File: src/rtl/tdm_pkg.sv
// Shared constants for the four-channel TDM merge and its round-robin arbiter.
package tdm_pkg;

    localparam int unsigned N_CH      = 4;
    localparam int unsigned SEL_W     = 2;
    localparam int unsigned DEF_WIDTH = 8;

endpackage

File: src/rtl/rr_arb4.sv
// Combinational four-way round-robin arbiter: search starts one past ptr and wraps.
module rr_arb4
    import tdm_pkg::*;
(
    input  logic [N_CH-1:0]  req,
    input  logic [SEL_W-1:0] ptr,
    input  logic             en,
    output logic [N_CH-1:0]  gnt,
    output logic [SEL_W-1:0] idx
);

    logic             found;
    logic [SEL_W-1:0] cand;

    always_comb begin
        gnt   = '0;
        idx   = ptr;
        found = 1'b0;
        cand  = '0;
        // Offsets 1..4 visit ptr+1 first and ptr itself last.
        for (int k = 1; k <= int'(N_CH); k++) begin
            cand = ptr + SEL_W'(k);
            if (en && !found && req[cand]) begin
                found     = 1'b1;
                idx       = cand;
                gnt[cand] = 1'b1;
            end
        end
    end

endmodule

File: src/rtl/tdm_mux4.sv
// Merges four valid/ready channels into one registered stream tagged with its source index.
module tdm_mux4
    import tdm_pkg::*;
#(
    parameter int unsigned WIDTH = DEF_WIDTH
) (
    input  logic             clk,
    input  logic             rst_n,
    input  logic [WIDTH-1:0] d0,
    input  logic [WIDTH-1:0] d1,
    input  logic [WIDTH-1:0] d2,
    input  logic [WIDTH-1:0] d3,
    input  logic             v0,
    input  logic             v1,
    input  logic             v2,
    input  logic             v3,
    output logic             r0,
    output logic             r1,
    output logic             r2,
    output logic             r3,
    output logic [WIDTH-1:0] d,
    output logic [SEL_W-1:0] s,
    output logic             y_valid,
    input  logic             y_ready
);

    logic [SEL_W-1:0] ptr;
    logic [SEL_W-1:0] ptr_nxt;
    logic [WIDTH-1:0] d_nxt;
    logic [SEL_W-1:0] s_nxt;
    logic             y_valid_nxt;
    logic [N_CH-1:0]  gnt;
    logic [SEL_W-1:0] idx;
    logic [WIDTH-1:0] dsel;
    logic             free;
    logic             arb_en;
    logic             any_gnt;

    // Output slot can take a word when empty or being drained this cycle; never during reset.
    assign free    = !y_valid || y_ready;
    assign arb_en  = free && rst_n;
    assign any_gnt = |gnt;

    rr_arb4 u_arb (
        .req (   {v3, v2, v1, v0}),
        .ptr (   ptr),
        .en  (   arb_en),
        .gnt (   gnt),
        .idx (   idx)
    );

    assign r0 = gnt[0];
    assign r1 = gnt[1];
    assign r2 = gnt[2];
    assign r3 = gnt[3];

    always_comb begin
        dsel = d0;
        case (idx)
            2'd0:    dsel = d0;
            2'd1:    dsel = d1;
            2'd2:    dsel = d2;
            default: dsel = d3;
        endcase
    end

    always_comb begin
        d_nxt       = d;
        s_nxt       = s;
        y_valid_nxt = y_valid;
        ptr_nxt     = ptr;
        if (any_gnt) begin
            d_nxt       = dsel;
            s_nxt       = idx;
            y_valid_nxt = 1'b1;
            ptr_nxt     = idx;
        end else if (y_ready) begin
            y_valid_nxt = 1'b0;
        end
    end

    // Reset leaves ptr at 3 so channel 0 is first in line.
    always_ff @(posedge clk or negedge rst_n) begin
        if (!rst_n) begin
            d       <= '0;
            s       <= '0;
            y_valid <= 1'b0;
            ptr     <= SEL_W'(N_CH - 1);
        end else begin
            d       <= d_nxt;
            s       <= s_nxt;
            y_valid <= y_valid_nxt;
            ptr     <= ptr_nxt;
        end
    end

endmodule

File: config.mk
export PLATFORM = sky130hd
export DESIGN_NAME = tdm_mux4
export DESIGN_NICKNAME = d
export VERILOG_FILES = /design/src/rtl/tdm_pkg.sv /design/src/rtl/rr_arb4.sv /design/src/rtl/tdm_mux4.sv
export SDC_FILE = /design/constraint.sdc
export NUM_CORES = 1
export LEC_CHECK = 0
export CAP_MARGIN = 5
export CORE_MARGIN = 5
export CORE_UTILIZATION = 30
export CTS_CLUSTER_SIZE = 24
export DETAILED_ROUTE_END_ITERATION = 10
export PLACE_DENSITY_LB_ADDON = 0.3
export SLEW_MARGIN = 40
export SYNTH_ARGS = -nofsm -noshare
export SYNTH_HDL_FRONTEND = slang
export SYNTH_SLANG_ARGS = --single-unit
File: constraint.sdc
create_clock -name clk -period 7.6 [get_ports clk]
set_input_delay 1.52 -clock clk [delete_from_list [all_inputs] [get_ports clk]]
set_output_delay 1.52 -clock clk [all_outputs]
set_load 0.01 [all_outputs]
==> impl_results.md <==
- Vias in the first global route: 1671
- GPL Wtd Cong: between 0.8 and 0.9
- CTS tree: built
- Seq cells post-synth: 13
- Max Slew Vio Count: 0
- Boundary pin count: 54
- Asr flop ratio synth: 1.000
- Clock sinks: 13
- Largest net degree at the start of global routing: 50
- Post-cts resize count: 0
- Fill count: 619
- H-tree depth: 1
- Drt first pass iters: 4
- Slew @ Worst Pin: 0.7758 ns
- Antenna violations before repair: 0
- CP Max Fanout: 20
- Mapped Cells: 216
- Fin util: 0.4050
- Clock latency on the worst-skew pair: 0.24 ns
- Max Cap Viol: 0
- FMAX: 173.1 MHz
- Grt ovf: 0
- Min-Delay Path Class: flip-flop to flip-flop
- Yosys warns: 0
- Max-slew headroom: 0.4828
- Worst Path Arrival: 4.26 ns
- Main flop type after synthesis: dfrtp_1
- Nets@finish: between 300 and 400
- Starting DRT DRC Count: 135
- Finish-stage setup viols: 0
- Pwr/cell area: between 400 and 500 nW/um^2
- Peak VDD IR: 0.0001645 V
- Mapped cell area: about 1800 um^2
- CTS root buffer: clkbuf_8
- Routed Antenna Nets: 0
- Mean routed wirelength per cell: 15.91 um
- Die height: 88.43 um
- Most common cell after layout, fill and taps aside: clkdlybuf4s50_1
- Port Buffers: between 50 and 60
- Worst Setup End Kind: primary output
- Worst Skew: 0.001521 ns
- Share of layout cells above drive strength 1: 0.1142
- CTS clk-pin slew, worst paths: 0.05 ns
- Period minus WS final: 5.776 ns
- Synth cell types: 48
- Via count: 1830
- Sequential element share of the synthesized area: 0.1776
- Pleak: 0.9677 nW
- Final setup margin: 1.824 ns
- Crit path required time: 6.08 ns
- First-pass GRT wire length: 8369 um
- Worst hold slack: 0.5099 ns
- Vias per Instance: about 5.6
- Post-synth EDFFs: 0
- Outcome: finished, final reports clean
- FP Rows: 28
- Die area: a little under 8000 um^2
- Power Total: ~1000 uW
- N_diodes: 0
- Core Region: 5956 um^2
- Syn nets: 263
- Dpl hpwl: 3847 um
- Startpoint types: input pin
- Hold Buf Count CTS: 0
- Final hold vios: 0
- RSZ-0062 raised after global routing: no
- Critical path class: input pin to primary output
- Post-CTS setup buffers: 0
- DRC viols: 0
- Clock buffer depth: 2
- Total GRT Usage: 0.1333
- Final worst path period share: 0.7600
- Die width: roughly 88 um
- Initial core utilization: 0.3099
- TritonCTS Buffers: 3
- Commonest non-fill, non-tap cells in the layout: clkdlybuf4s50_1, nand2_1, a311oi_1, a21oi_1, a211oi_1
- Post-Route WL: 5233 um
- DP Worst Slack: 1.820 ns
- Setup TNS: 0 ns
- Synth Area per Inst: 8.544 um^2
- Layout area overhead: 30.71%
## synth_stat cells (3+ instances only)
library cell  count  share of area
o22ai_1           3          0.010
buf_6             3          0.018
a22oi_1           5          0.020
a211oi_1         16          0.065
nand2_1          51           0.10
buf_2             5          0.014
a311oi_1         17          0.081
a21oi_1          17          0.046
dfrtp_1          11           0.15
clkbuf_1          9          0.018
ha_1              8          0.054
mux2_4           10          0.081
mux2i_1          12          0.065
## layout make-up
type	count	area, um^2	area share
Clock buffer	4	45.04	0.01867
Inverter	3	11.26	0.004668
Timing Repair Buffer	54	538.0	0.2230
Tap cell	75	93.84	0.03890
Multi-Input combinational cell	180	1393	0.5773
Sequential cell	13	331.6	0.1374
## metrics by stage
| stage | cells | instance area [um^2] |
|---|---|---|
| after floorplan | 216 | 1846 |
| after global placement | 325 | 2355 |
| after detailed placement | 325 | 2364 |
| after CTS | 329 | 2409 |
| after global routing | 329 | 2412 |
| final | 329 | 2412 |
## report_power, final
group	total [mW]	internal (mW)	switching, mW	leakage [nW]
registers	0.181	0.116	0.0656	0.154
clock network	0.0611	0.0370	0.0241	0.0228
logic	0.755	0.374	0.380	0.791
total	0.997	0.527	0.470	0.968
## final timing paths
path | slack, ns | cells after the start | startpoint | to
max reg2reg | 3.47 | 8 | ptr[0] | d[4]
max in group asynchronous | 5.71 | 2 | rst_n | ptr[1]
min reg2reg | 0.51 | 1 | d[7] | d[7]
min | 0.51 | 1 | d[7] | d[7]
min in group asynchronous | 1.62 | 2 | rst_n | d[6]
max | 1.82 | 7 | v2 | r3
## state kept, by name, indices dropped and copies added (netlist names)
register / count
ptr: 2
d: 8
s: 2
y_valid: 1
## logic make-up after synthesis
group | share of synthesized area
AOI/OAI and AO/OA | 0.2997
and+or+nand+nor | 0.2007
muxes | 0.1830
buffers and inverters | 0.07525
DFF | 0.1776
adders and majority gates | 0.05424
xor gates and xnor gates | 0.009493
## critical path: stages
cell and delay [ns]:
clkdlybuf4s50_1 0.53, mux4_2 0.65, nor2b_4 0.51, a22o_1 0.23, nand3_2 0.13, o21ai_1 0.13
clkdlybuf4s50_1 0.55
## routing by layer
metal,global-route usage,share of wire,up-vias
met5,0,0,-
met4,0.02885,0.011,0
met3,0.01862,0.059,6
met2,0.2094,0.46,67
met1,0.1938,0.47,854
li1,-,-,903
Power figures use the tool's default switching activity.
